`config.mk`:
```
export PLATFORM = sky130hd
export DESIGN_NAME = traffic_light_monitor
export DESIGN_NICKNAME = d
export VERILOG_FILES = /design/src/rtl/traffic_light_monitor.sv
export SDC_FILE = /design/constraint.sdc
export NUM_CORES = 1
export LEC_CHECK = 0
export ABC_AREA = 0
export CORE_MARGIN = 3
export CORE_UTILIZATION = 35
export CTS_CLUSTER_DIAMETER = 40
export DETAILED_ROUTE_END_ITERATION = 6
export GPL_ROUTABILITY_DRIVEN = 0
export SLEW_MARGIN = 25
export SYNTH_ARGS = -nofsm -noshare
export SYNTH_HDL_FRONTEND = slang
export SYNTH_SLANG_ARGS = --single-unit
export TNS_END_PERCENT = 30
```
`constraint.sdc`:
```
create_clock -name clk -period 4.31 [get_ports clk]
set_clock_uncertainty 0.15 [all_clocks]
set_input_delay 1.293 -clock clk [delete_from_list [all_inputs] [get_ports clk]]
set_output_delay 1.293 -clock clk [all_outputs]
set_load 0.005 [all_outputs]
```
`src/rtl/traffic_light_monitor.sv`:
```
// Passive observer of the two-street lamp outputs: tracks colour phases, latches the first violation, counts cycles.
// Optional violation counter enabled by defining TLM_ERR_COUNT_EN.
module traffic_light_monitor #(
   parameter int YEL_CYC   = 2,
   parameter int MIN_GREEN = 4,
   parameter int CNT_W     = 16
) (
   input  logic             clk,
   input  logic             rst,
   input  logic             Ga_i,
   input  logic             Ya_i,
   input  logic             Ra_i,
   input  logic             Gb_i,
   input  logic             Yb_i,
   input  logic             Rb_i,
   input  logic             clr_i,
   output logic             err_o,
   output logic [2:0]       err_code_o,
   output logic             err_street_o,
   output logic [CNT_W-1:0] cycles_a_o,
   output logic [CNT_W-1:0] cycles_b_o,
   output logic [7:0]       err_cnt_o,
   output logic [3:0]       dbg_state_o
);

   typedef enum logic [1:0] {UNK = 2'd0, GRN = 2'd1, YEL = 2'd2, RED = 2'd3} phase_t;

   localparam logic [2:0] C_NONE     = 3'd0;
   localparam logic [2:0] C_ONEHOT   = 3'd1;
   localparam logic [2:0] C_CONFLICT = 3'd2;
   localparam logic [2:0] C_SEQ      = 3'd3;
   localparam logic [2:0] C_YEL_LEN  = 3'd4;
   localparam logic [2:0] C_MIN_GRN  = 3'd5;

   phase_t     state_q   [2];
   phase_t     state_d   [2];
   phase_t     seen      [2];
   logic [7:0] dwell_q   [2];
   logic [7:0] dwell_d   [2];
   logic       partial_q [2];
   logic       partial_d [2];
   logic       yel_flag_q[2];
   logic       yel_flag_d[2];
   logic [2:0] code      [2];
   logic       cyc_inc   [2];
   logic [2:0] lamps     [2];

   logic       conflict;
   logic [1:0] nviol;
   logic       any_viol;
   logic [2:0] sel_code;
   logic       sel_street;

   assign lamps[0] = {Ga_i, Ya_i, Ra_i};
   assign lamps[1] = {Gb_i, Yb_i, Rb_i};
   assign conflict = (Ga_i | Ya_i) & (Gb_i | Yb_i);

   // partial marks a phase joined mid-way (from UNK), whose dwell undercounts,
   // so the too-short checks are waived for it; overlong yellow is still real.
   always_comb begin
      for (int s = 0; s < 2; s++) begin
         state_d[s]    = state_q[s];
         dwell_d[s]    = dwell_q[s];
         partial_d[s]  = partial_q[s];
         yel_flag_d[s] = yel_flag_q[s];
         code[s]       = C_NONE;
         cyc_inc[s]    = 1'b0;
         case (lamps[s])
            3'b100:  seen[s] = GRN;
            3'b010:  seen[s] = YEL;
            3'b001:  seen[s] = RED;
            default: seen[s] = UNK;
         endcase

         if (seen[s] == UNK) begin
            code[s]       = C_ONEHOT;
            state_d[s]    = UNK;
            dwell_d[s]    = 8'd0;
            partial_d[s]  = 1'b0;
            yel_flag_d[s] = 1'b0;
         end else if (state_q[s] == UNK) begin
            state_d[s]    = seen[s];
            dwell_d[s]    = 8'd1;
            partial_d[s]  = 1'b1;
            yel_flag_d[s] = 1'b0;
         end else if (seen[s] == state_q[s]) begin
            dwell_d[s] = (dwell_q[s] == 8'hFF) ? 8'hFF : dwell_q[s] + 8'd1;
            if (state_q[s] == YEL && int'(dwell_q[s]) == YEL_CYC && !yel_flag_q[s]) begin
               code[s]       = C_YEL_LEN;
               yel_flag_d[s] = 1'b1;
            end
         end else begin
            state_d[s]    = seen[s];
            dwell_d[s]    = 8'd1;
            partial_d[s]  = 1'b0;
            yel_flag_d[s] = 1'b0;
            case (state_q[s])
               GRN: begin
                  if (seen[s] != YEL)
                     code[s] = C_SEQ;
                  else if (!partial_q[s] && int'(dwell_q[s]) < MIN_GREEN)
                     code[s] = C_MIN_GRN;
               end
               YEL: begin
                  if (seen[s] != RED)
                     code[s] = C_SEQ;
                  else begin
                     cyc_inc[s] = 1'b1;
                     if (!partial_q[s] && !yel_flag_q[s] && int'(dwell_q[s]) != YEL_CYC)
                        code[s] = C_YEL_LEN;
                  end
               end
               RED: begin
                  if (seen[s] != GRN)
                     code[s] = C_SEQ;
               end
               default: ;
            endcase
         end
      end
   end

   // Walk codes high to low so the last hit is the lowest code, street A last within a code.
   always_comb begin
      sel_code   = C_NONE;
      sel_street = 1'b0;
      for (int c = 5; c >= 1; c--) begin
         if (code[1] == 3'(c)) begin
            sel_code   = 3'(c);
            sel_street = 1'b1;
         end
         if (c == 2 && conflict) begin
            sel_code   = C_CONFLICT;
            sel_street = 1'b0;
         end
         if (code[0] == 3'(c)) begin
            sel_code   = 3'(c);
            sel_street = 1'b0;
         end
      end
   end

   assign nviol    = {1'b0, code[0] != C_NONE} + {1'b0, code[1] != C_NONE} + {1'b0, conflict};
   assign any_viol = (nviol != 2'd0);

   always_ff @(posedge clk or posedge rst) begin
      if (rst) begin
         for (int s = 0; s < 2; s++) begin
            state_q[s]    <= UNK;
            dwell_q[s]    <= 8'd0;
            partial_q[s]  <= 1'b0;
            yel_flag_q[s] <= 1'b0;
         end
      end else begin
         for (int s = 0; s < 2; s++) begin
            state_q[s]    <= state_d[s];
            dwell_q[s]    <= dwell_d[s];
            partial_q[s]  <= partial_d[s];
            yel_flag_q[s] <= yel_flag_d[s];
         end
      end
   end

   // A violation in the clearing sample is recorded: set wins over clear.
   always_ff @(posedge clk or posedge rst) begin
      if (rst) begin
         err_o        <= 1'b0;
         err_code_o   <= C_NONE;
         err_street_o <= 1'b0;
      end else if (clr_i) begin
         err_o        <= any_viol;
         err_code_o   <= sel_code;
         err_street_o <= sel_street;
      end else if (any_viol && !err_o) begin
         err_o        <= 1'b1;
         err_code_o   <= sel_code;
         err_street_o <= sel_street;
      end
   end

   always_ff @(posedge clk or posedge rst) begin
      if (rst) begin
         cycles_a_o <= '0;
         cycles_b_o <= '0;
      end else begin
         cycles_a_o <= cycles_a_o + CNT_W'(cyc_inc[0]);
         cycles_b_o <= cycles_b_o + CNT_W'(cyc_inc[1]);
      end
   end

`ifdef TLM_ERR_COUNT_EN
   logic [8:0] cnt_sum;

   assign cnt_sum = (clr_i ? 9'd0 : {1'b0, err_cnt_o}) + {7'd0, nviol};

   always_ff @(posedge clk or posedge rst) begin
      if (rst)
         err_cnt_o <= 8'd0;
      else
         err_cnt_o <= cnt_sum[8] ? 8'hFF : cnt_sum[7:0];
   end
`else
   assign err_cnt_o = 8'd0;
`endif

   assign dbg_state_o = {state_q[1], state_q[0]};

endmodule

```
### Word level (Yosys, flattened, before mapping)

Index checks and enable logic that the tools add are counted.
W data, S select, Z words.

| storage, ports and cells | value |
|---|---|
| flip-flop bits (word level) | 61 |
| input bits | 9 |
| word-level logic and storage cells | 176 |
| output and inout port bits | 49 |

| cells by class | value |
|---|---|
| bitwise logic cells | 3 |
| $lt $le $gt $ge | 2 |
| equal/unequal tests | 40 |
| add/sub/neg operators | 6 |
| reductions and logical operators | 24 |
| muxes and demuxes | 88 |

Operator list:

| kind | number |
|---|---|
| $mux W3 | 29 |
| $mux W8 | 8 |
| $mux W1 | 39 |
| $add A16 B1 Y16 | 2 |
| $eq A3 B2 Y1 const B | 6 |
| $eq A3 B3 Y1 const B | 6 |
| $pmux W3 S3 | 2 |
| $add A8 B1 Y8 const B | 2 |
| $eq A8 B3 Y1 const B | 2 |
| $eq A8 B8 Y1 const B | 2 |
| $lt A8 B3 Y1 const B | 2 |
| $mux W2 | 8 |
| $ne A8 B3 Y1 const B | 2 |
| $eq A3 B1 Y1 const B | 4 |
| $pmux W2 S3 | 2 |
| $logic_and A1 B1 Y1 | 11 |
| $eq A2 B2 Y1 const B | 4 |
| $logic_not A2 Y1 | 4 |
| $ne A2 B2 Y1 const B | 4 |
| $ne A4 B3 Y1 const B | 2 |
| $ne A3 B3 Y1 const B | 2 |
| $reduce_bool A3 Y1 | 2 |
| $logic_not A1 Y1 | 5 |
| $eq A2 B1 Y1 const B | 2 |
| 7 further kinds | 11 |

### Longest topological paths before layout

Gate-level depths: netlist of run 1.

| logic depth | value |
|---|---|
| depth in word-level cells | 23 |
| mapped depth | 13 |
| mapped depth without buffers | 13 |

### Worst setup path before layout of run 1

Ideal clock, no wire load.

| timing | value |
|---|---|
| path kind | in2reg |
| start | input port Ya_i |
| end | register err_code_o[2] |
| library setup time | 0.122 ns |
| arrival time | 3.689 ns |
| data required time | 4.038 ns |
| path buffers | 1 |
| setup slack | 0.349 ns |
| cell stages on the path | 12 |
| cell sequence | buf_2 or3b_1 o22ai_1 o211ai_1 nand2_1 a21oi_1 fa_1 a21oi_1 or2_2 o211ai_1 nor3_1 a32o_1 |

| on the way | value |
|---|---|
| longest elaborated chain between the ends | 21 |
| elaborated cells on any way between the ends | 41 |
| those cells by class | add/sub (2); eq/ne (12); mux (20); bitwise (2); reduce/logical (5) |

RTL lines:

| item | line | text |
|---|---|---|
| start, declared | 11 | `input logic Ya_i,` |
| $eq A3 B1 Y1 (tied with other cells) | 68 | `case (lamps[s])` |
| $pmux W2 S3 | 68 |  |
| $ne A2 B1 Y1 (tied with other cells) | 114 | `if (seen[s] != GRN)` |
| $mux W2 (tied with other cells) | 114 |  |
| $pmux W3 S3 | 97 | `case (state_q[s])` |
| $mux W3 | 86 | `end else if (seen[s] == state_q[s]) begin` |
| $mux W3 | 81 | `end else if (state_q[s] == UNK) begin` |
| $mux W3 | 75 | `if (seen[s] == UNK) begin` |
| (+5 left out) | n/a |  |
| $mux W3 | 136 | `if (code[0] == 3'(c)) begin` |
| $mux W3 | 128 | `if (code[1] == 3'(c)) begin` |
| $mux W3 | 132 | `if (c == 2 && conflict) begin` |
| $mux W3 | 136 |  |
| $mux W3 | 128 |  |
| $mux W3 | 136 |  |
| $mux W3 | 174 | `end else if (any_viol && !err_o) begin` |
| $mux W3 | 170 | `end else if (clr_i) begin` |
| end signal, assigned | 172 | `err_code_o <= sel_code;` |
| end signal, assigned | 176 | `err_code_o <= sel_code;` |
| end, declared | 18 | `output logic [2:0] err_code_o,` |

Parallel ways exist; a longest one is shown, timed or not. The select of a mux whose other input is x is not followed.
A chain may end at the register's enable or synchronous reset.

### Final worst setup path of run 1

| timing | value |
|---|---|
| start | input port Rb_i |
| end | register err_code_o[2] |

| on the way | value |
|---|---|
| longest elaborated chain between the ends | 22 |
| elaborated cells on any way between the ends | 40 |
| those cells by class | add/sub (2); eq/ne (12); mux (21); reduce/logical (5) |

RTL lines:

| item | line | text |
|---|---|---|
| start, declared | 15 | `input logic Rb_i,` |
| $eq A3 B1 Y1 (tied with other cells) | 68 |  |
| $pmux W2 S3 * | 68 |  |
| $ne A2 B1 Y1 (tied with other cells) | 114 |  |
| $mux W2 (tied with other cells) | 114 |  |
| $pmux W3 S3 | 97 |  |
| $mux W3 | 86 |  |
| $mux W3 | 81 |  |
| $mux W3 * | 75 |  |
| (+6 left out) | n/a |  |
| $mux W3 | 136 |  |
| $mux W3 | 128 |  |
| $mux W3 | 132 |  |
| $mux W3 | 136 |  |
| $mux W3 | 128 |  |
| $mux W3 | 136 |  |
| $mux W3 | 174 |  |
| $mux W3 | 170 |  |

Every way passes the cells marked *; elsewhere a longest branch is shown, timed or not. The select of a mux whose other input is x is not followed.

==> run_results.csv, run 1 <==
group,metric,value,unit
run_status,status,"finished, final reports clean",
clocking,root_buffer,"clkbuf_8",
yosys,avgSynthCellArea,9.84,sq um
floorplanning,initial_core_util,0.362,
floorplanning,die-height,104,microns
setup_path,path_class,"input pin to flip-flop",
floorplanning,coreArea,9280,sq um
clocking,cts_tree,"done",
yosys,async_flop_share,1.00,
finish,final_area,4350,sq um
finish,final_cell_mix,"61 x dfrtp_1, 49 x clkdlybuf4s50_1, 29 x nor2_1",
drt,dr.pass1.iters,4,
sta,tightest_slew,0.772,ns
yosys,ys_warn_count,0,
clocking,ctsHoldBuffers,0,
clocking,cts_setup_buffers,0,
hold_path,min_path_type,"flip-flop to flip-flop",
setup_path,cpPeakStageDelay,0.54,ns
sta,period_share,0.957,
pwr,p_sw_frac,0.269,
pwr,clkPwrFrac,0.377,
finish,final_common_cell,"dfrtp_1",
finish,drive_gt1_frac,0.128,
setup_path,crit_cells,11,
yosys,synth_seq_cells,61,
clocking,cts_buffers,9,
clocking,clockBufferDepth,2,
global_route,grt-ovfl-total,0,
clocking,clock_latency,0.33,ns
setup_path,required,4.38,ns
finish,antenna_cells,0,
sta,hold_viol_final,0,
sta,setup_viol,0,
pwr,pwr-share-seq,0.476,
placement,post-dp-hpwl,5.48,mm
sta,hold_ws,0.321,ns
setup_path,start_kind,"input pin",
global_route,grt_pass1_wl,12.6,mm
yosys,yosys_most_used_dff,"dfrtp_1",
yosys,syn_inst,342,
global_route,grt_pass1_vias,2682,
placement,portBuffers,49,
yosys,synth_edf_count,0,
clocking,clk_pin_slew,0.07,ns
setup_path,cp_max_fo,3,
setup_path,critPathTopFamily,"compound AO/OA/AOI/OAI gates",
setup_path,cp.buffers_inverters,1,
setup_path,critPathSlowestCell,"fa_1",
pwr,p_leak,0.00187,uW
sta,timing.slew.headroom,0.486,
pwr,power_frac_comb,0.147,
drt,wl_per_cell,13.4,microns
clocking,cts-resized-gates,0,
finish,area.growth.synth_to_final,29.2,%
pwr,power_density,309,nW/um^2
job,maxCapViolCount,0,
drt,routed-via-count,2763,
finish,fillers,885,
floorplanning,ioPinCount,58,
setup_path,r2r_cells,11,
pwr,p_int,983,uW
setup_path,cpMostUsedCell,"nor3_1",
global_route,grt_usage,0.141,
setup_path,worst_setup_path_end_kind,"flip-flop",
finish,fin_nets,436,
clocking,cts.sinks,61,
yosys,ys_seq_area_frac,0.454,
floorplanning,dieArea,10800,sq um
drt,ant_nets,0,
hold_path,whs_path_depth,1,
drt,routed_wirelength,7.40,mm
drt,drc,0,
floorplanning,die_x,104,microns
drt,drt-initial-drc-count,152,
pwr,vdd_drop_max,0.160,mV
global_route,antenna_found_initial,0,
global_route,grt_start_max_net_pins,34,
drt,vias_per_cell,5.01,
clocking,htreeDepth,3,
setup_path,crit_arrival,4.20,ns
setup_path,crit_path_cell_trace,"clkdlybuf4s50_1 > or3b_4 > a311o_1 > o22ai_1 > nor3_1 > fa_1 > a21oi_1 > or2_2 > o211ai_1 > nor3_1 > a32o_1",
pwr,p_switching,361,uW
sta,max_clock_freq,243,MHz
sta,finalMaxSlewViolations,0,
sta,rsz0062_at_grt,"no",
yosys,yosysUniqueCellTypes,57,
yosys,synth_area,3360,sq um
placement,place_area,4150,sq um
floorplanning,rows,35,
sta,fin_crit,4.12,ns
==> final timing paths <==
path,start,end,slack (ns)
max,Rb_i,err_code_o[2],0.19
min,cycles_a_o[15],cycles_a_o[15],0.32
max reg2reg,dwell_q[10],err_code_o[2],1.02
min reg2reg,cycles_a_o[15],cycles_a_o[15],0.32
max in group asynchronous,rst,dbg_state_o[3],2.17
min in group asynchronous,rst,cycles_b_o[10],1.22
==> synth_stat cells (all sizes together), types with 5 or more instances <==
master	instances	area, sq um
dfrtp	61	1530
nor2	29	109
xnor2	26	228
a21oi	20	104
nand2	20	75.1
nand3	20	100
buf	15	93.8
inv	14	52.6
nor3	12	65.1
xor2	11	96.3
and3	10	62.6
ha	8	100
nand2b	7	43.8
nand4	6	37.5
o22a	6	52.6
or3b	6	55.1
a31oi	5	31.3
and4	5	43.8
o211ai	5	37.5
o22ai	5	31.3
==> layout make-up <==
type / count / area (sq um) / area share
multi-input cells: 257 / 1710 / 0.393
flip-flops and latches: 61 / 1530 / 0.351
repair buffers: 75 / 698 / 0.161
well taps: 129 / 161 / 0.0371
clock buffers: 9 / 124 / 0.0285
clock inverters: 7 / 75.1 / 0.0173
inverters: 14 / 52.6 / 0.0121
==> through the flow <==
stage / total power (uW) / setup TNS, ns / instances / worst slack [ns] / util
after floorplan: 745 / 0 / 349 / 0.349 / -
after global placement: 848 / -0.171 / 536 / -0.0883 / 0.447
after detailed placement: 851 / -0.371 / 536 / -0.154 / 0.447
after CTS: 1370 / 0 / 552 / 0.218 / 0.468
after global routing: 1420 / 0 / 552 / 0.0240 / 0.468
final: 1340 / 0 / 552 / 0.187 / 0.468
==> sequential cells by signal, summed over array words and instances, names as in the netlist <==
signal        count
yel_flag_q        2
err_code_o        3
cycles_b_o       16
dbg_state_o       4
cycles_a_o       16
err_o             1
err_street_o      1
dwell_q          16
partial_q         2
==> logic make-up after synthesis <==
family / synth area share
AO/OA/AOI/OAI: 0.136
XOR/XNOR: 0.0963
adder cells (fa/ha/maj): 0.0357
buffers and inverters: 0.0457
flip-flops: 0.454
multiplexers: 0.0123
other: 0.00111
AND/OR/NAND/NOR: 0.219
==> layer usage <==
metal	vias up	GRT usage	share of wire
li1	1365	-	-
met1	1336	0.189	0.49
met2	60	0.221	0.47
met3	2	0.0441	0.037
met4	0	0.0399	0.0065
met5	-	0	0
==> power by group through the flow <==
stage | clock, uW | sequential, uW | combinational [uW]
2_1_floorplan | 0 | 643 | 102
3_3_place_gp | 0 | 651 | 197
3_5_place_dp | 0 | 651 | 200
4_1_cts | 528 | 640 | 201
5_1_grt | 557 | 645 | 220
6_report | 507 | 640 | 198
(Power assumes the default switching activity.)
==> inputs of run 2 (changes only) <==
CORE_UTILIZATION = 41   (was 35)
==> run 2 against run 1 <==
Compared with the run above:
- flip-flop and latch count did not move
- final area shrank 0.81%
- combinational power barely moved
- critical path depth is the same
- largest cell class unchanged
- largest power group unchanged
==> run_results.csv, run 2 (synthesis results as in run 1) <==
group,metric,value,unit
clocking,cts_buffers,9,
global_route,antenna_found_initial,0,
sta,setup_viol,0,
finish,fin_nets,433,
floorplanning,coreArea,7850,sq um
global_route,grt_usage,0.170,
drt,ant_nets,0,
job,maxCapViolCount,0,
clocking,clockBufferDepth,2,
clocking,cts_tree,"done",
setup_path,worst_setup_path_end_kind,"flip-flop",
setup_path,start_kind,"input pin",
placement,post-dp-hpwl,5.38,mm
clocking,cts-resized-gates,0,
hold_path,min_path_type,"flip-flop to flip-flop",
setup_path,cpPeakStageDelay,0.54,ns
sta,fin_ws,0.197,ns
floorplanning,dieArea,9330,sq um
setup_path,cp_max_fo,2,
global_route,grt_start_max_net_pins,33,
sta,rsz0062_at_grt,"no",
sta,hold_viol_final,0,
finish,fillers,763,
drt,routed-via-count,2746,
finish,drive_gt1_frac,0.124,
clocking,cts.sinks,61,
drt,wl_per_cell,14.3,microns
floorplanning,die-height,96.6,microns
global_route,grt_pass1_vias,2643,
sta,finalMaxSlewViolations,0,
clocking,htreeDepth,3,
finish,antenna_cells,0,
floorplanning,die_x,96.6,microns
run_status,status,"finished, final reports clean",
clocking,clock_latency,0.32,ns
clocking,clk_pin_slew,0.07,ns
pwr,p_leak,0.00188,uW
clocking,root_buffer,"clkbuf_8",
global_route,grt-ovfl-total,0,
setup_path,critPathTopFamily,"compound AO/OA/AOI/OAI gates",
pwr,power_density,320,nW/um^2
floorplanning,rows,32,
placement,portBuffers,49,
sta,max_clock_freq,243,MHz
drt,routed_wirelength,7.48,mm
setup_path,crit_path_cell_trace,"clkdlybuf4s50_1 > or3b_4 > a311o_1 > o22ai_1 > nor3_1 > fa_1 > a21oi_1 > or2_2 > o211ai_1 > nor3_2 > a32o_1",
global_route,grt_pass1_wl,12.5,mm
finish,final_cell_mix,"61 x dfrtp_1, 49 x clkdlybuf4s50_1, 29 x nor2_1",
drt,drc,0,
setup_path,path_class,"input pin to flip-flop",
finish,area.growth.synth_to_final,28.2,%
finish,top_regs,"cycles_a_o: 16 flops, cycles_b_o: 16 flops, dwell_q: 16 flops",
placement,place_ws,-0.134,ns
sta,timing.slew.headroom,0.448,
clocking,ctsHoldBuffers,0,
sta,setup_tns,0,ns
drt,dr.pass1.iters,4,
setup_path,required,4.37,ns
pwr,vdd_drop_max,0.156,mV
setup_path,cp.buffers_inverters,1,
setup_path,critPathSlowestCell,"fa_1",
clocking,cts_setup_buffers,0,
floorplanning,initial_core_util,0.429,
floorplanning,ioPinCount,58,
drt,drt-initial-drc-count,127,
finish,final_util,0.550,
sta,period_share,0.954,
finish,final_common_cell,"dfrtp_1",
sta,fin_crit,4.11,ns
setup_path,crit_arrival,4.18,ns
drt,vias_per_cell,5.26,
sta,tightest_slew,0.828,ns
run 2: worst paths after layout:
kind | cells after the start | slack [ns] | from | endpoint
setup / recovery | 11 | 0.20 | Rb_i | err_code_o[2]
hold / removal | 1 | 0.33 | cycles_b_o[15] | cycles_b_o[15]
setup reg to reg | 11 | 1.01 | dwell_q[10] | err_code_o[2]
hold reg to reg | 1 | 0.33 | cycles_b_o[15] | cycles_b_o[15]
max in group asynchronous | 3 | 2.17 | rst | dwell_q[4]
min in group asynchronous | 2 | 1.23 | rst | cycles_a_o[14]
run 2: per-layer routing:
layer / share of wire / global-route usage / wire, microns / up-vias
met5: 0 / 0 / 0 / -
met4: 0.0091 / 0.0643 / 68 / 0
met3: 0.041 / 0.0349 / 309 / 6
met2: 0.46 / 0.264 / 3460 / 59
met1: 0.49 / 0.235 / 3640 / 1328
li1: - / - / - / 1353
run 2: final cells by class:
type | count | area (sq um) | area share
tap | 102 | 128 | 0.0296
clock inverter | 5 | 75.1 | 0.0174
inverter | 14 | 52.6 | 0.0122
multi-input combinational | 257 | 1720 | 0.400
timing repair buffer | 72 | 676 | 0.157
clock buffer | 11 | 131 | 0.0305
sequential | 61 | 1530 | 0.354
run 2: worst register-to-register path, stage by stage (launching register included):
cell and delay (ns):
dfrtp_1 0.43, or4_1 0.61, nor3_2 0.26, nand3_1 0.16, nand2_1 0.11, a21oi_2 0.05, fa_1 0.56, a21oi_1 0.08
or2_2 0.29, o211ai_1 0.15, nor3_2 0.07, a32o_1 0.27
run 2: report_power, final:
group	internal (uW)	switching [uW]
combinational	110	90.1
clock	323	216
sequential	605	35.9
run 2: metrics by stage:
step / instance area (sq um) / hold slack, ns / power [uW] / cells
after floorplan: 3390 / 0.311 / 745 / 349
after global placement: 4090 / 0.311 / 848 / 506
after detailed placement: 4090 / 0.328 / 851 / 506
after CTS: 4300 / 0.342 / 1400 / 522
after global routing: 4310 / 0.356 / 1450 / 522
final: 4310 / 0.331 / 1380 / 522
==> inputs of run 3 (changes only) <==
CELL_PAD_IN_SITES_DETAIL_PLACEMENT = 1   (was default)
CELL_PAD_IN_SITES_GLOBAL_PLACEMENT = 2   (was default)
CORE_UTILIZATION = 33   (was 41)
PLACE_DENSITY_LB_ADDON = 0.1   (was default)
clock period = 4.3 ns   (was 4.31 ns; I/O delays follow)
==> run 3 against run 2 <==
Compared with the run above:
- core utilization fell by 11 points
- sequential power barely moved
- setup slack got worse by 0.024 ns
- cell count rose by 6.5%
- register-to-register slack got worse by 0.07 ns
- global-route usage fell by 1.0 points
- non-clock buffer count rose by 4
- critical path type unchanged
- highest routed layer unchanged
==> run_results.csv, run 3 (synthesis results as in run 1) <==
group,metric,value,unit
finish,regArea,1530,sq um
clocking,clock_latency,0.33,ns
clocking,ctsHoldBuffers,0,
floorplanning,ioPinCount,58,
global_route,grt_usage,0.160,
sta,timing.slew.headroom,0.435,
sta,hold_ws,0.327,ns
finish,fin_nets,437,
clocking,root_buffer,"clkbuf_8",
floorplanning,die-height,107,microns
sta,setup_tns,0,ns
clocking,cts.sinks,61,
global_route,grt_start_max_net_pins,25,
setup_path,worst_setup_path_end_kind,"flip-flop",
finish,multi_input_area,1720,sq um
setup_path,cpMostUsedCell,"o211ai_1",
clocking,htreeDepth,3,
setup_path,critPathSlowestCell,"fa_1",
sta,setup_viol,0,
global_route,grt-ovfl-total,0,
clocking,clockBufferDepth,2,
job,maxCapViolCount,0,
drt,routed-via-count,2812,
drt,wl_met3,259,microns
pwr,vdd_drop_max,0.121,mV
pwr,p_leak,0.00188,uW
setup_path,r2r_cells,11,
setup_path,cp_max_fo,6,
global_route,grt_pass1_vias,2893,
setup_path,required,4.37,ns
finish,fillers,1132,
floorplanning,dieArea,11400,sq um
clocking,cts_buffers,9,
drt,ant_nets,0,
floorplanning,die_x,107,microns
sta,tightest_slew,0.847,ns
setup_path,crit_arrival,4.20,ns
sta,finalMaxSlewViolations,0,
sta,period_share,0.960,
drt,dr.pass1.iters,4,
finish,area.growth.synth_to_final,29.2,%
drt,wl_per_cell,15.3,microns
drt,wl_met2,3.90,mm
setup_path,path_class,"input pin to flip-flop",
hold_path,min_path_type,"flip-flop to flip-flop",
placement,place_area,4150,sq um
pwr,power.total,1330,uW
sta,max_clock_freq,242,MHz
floorplanning,coreArea,9860,sq um
pwr,power_density,306,nW/um^2
drt,wl_met1,4.23,mm
run_status,status,"finished, final reports clean",
drt,drc,0,
global_route,grt_pass1_wl,14.7,mm
finish,final_cell_mix,"61 x dfrtp_1, 49 x clkdlybuf4s50_1, 29 x nor2_1",
setup_path,start_kind,"input pin",
drt,dr.max_layer_used,"met4",
finish,antenna_cells,0,
setup_path,crit_path_cell_trace,"clkdlybuf4s50_1 > buf_4 > or3b_1 > o22ai_1 > o211ai_1 > nand2_1 > a21oi_2 > fa_1 > a21oi_1 > or2_2 > o211ai_1 > nor3_2 > a32o_1",
finish,top_regs,"cycles_a_o: 16 flops, cycles_b_o: 16 flops, dwell_q: 16 flops",
finish,final_common_cell,"dfrtp_1",
drt,drt-initial-drc-count,112,
global_route,antenna_found_initial,0,
clocking,cts_tree,"done",
drt,routed_wirelength,8.51,mm
sta,rsz0062_at_grt,"no",
clocking,cts_setup_buffers,0,
finish,drive_gt1_frac,0.135,
hold_path,whs_path_depth,1,
finish,final_area,4350,sq um
drt,vias_per_cell,5.06,
clocking,clk_pin_slew,0.07,ns
placement,portBuffers,49,
placement,post-dp-hpwl,6.42,mm
floorplanning,initial_core_util,0.341,
setup_path,cpPeakStageDelay,0.56,ns
sta,fin_crit,4.13,ns
floorplanning,rows,36,
sta,hold_viol_final,0,
## run 3: cell types whose count changed in the layout (fill, tap and decap cells not counted)
cell        before  now
clkinvlp_4       0    2
clkinv_2         3    1
buf_4           22   27
buf_12           1    0
clkbuf_8         9   12
bufinv_16        2    0
clkbuf_1         2    0
## run 3: layer usage
layer | GRT usage | vias up
li1 | - | 1364
met1 | 0.223 | 1388
met2 | 0.250 | 51
met3 | 0.0301 | 9
met4 | 0.0548 | 0
met5 | 0 | -
## run 3: power breakdown
group / internal, uW / switching [uW]
Combinational: 112 / 93.0
Clock: 252 / 231
Sequential: 606 / 37.5
## run 3: final timing paths
| kind | end | slack [ns] | from |
|---|---|---|---|
| worst max-delay path | err_code_o[2] | 0.17 | Ya_i |
| worst min-delay path | cycles_a_o[15] | 0.33 | cycles_a_o[15] |
| min in group asynchronous | dwell_q[4] | 1.13 | rst |
| worst min register to register | cycles_a_o[15] | 0.33 | cycles_a_o[15] |
| worst max register to register | err_code_o[2] | 0.94 | dwell_q[10] |
| max in group asynchronous | yel_flag_q[1] | 2.18 | rst |
## run 3: metrics by stage
step                 util  setup slack, ns  std cells
floorplan               -            0.342        349
global placement    0.421          -0.0986        541
detailed placement  0.421           -0.233        541
CTS                 0.439            0.113        556
global route        0.441          0.00445        556
finish              0.441            0.173        556
## run 3: what timing repair did
| item | in CTS | in global routing |
|---|---|---|
| setup endpoints to repair | 0 | 2 |
| hold endpoints to repair | 0 | 0 |
| gates resized for setup | 0 | 3 |
## run 3: layout make-up
class | count | area share
multi-input combinational | 257 | 0.397
clock inverter | 3 | 0.00460
clock buffer | 12 | 0.0380
inverter | 14 | 0.0121
tap | 133 | 0.0383
timing repair buffer | 76 | 0.159
sequential | 61 | 0.351
## run 3: worst max-delay path: cells and delay by family
family                     cells  cell delay [ns]
AOI/OAI and AO/OA              6             0.88
and+or+nand+nor                4             0.88
buffers and inverters          2             0.57
adders and majority gates      1             0.56
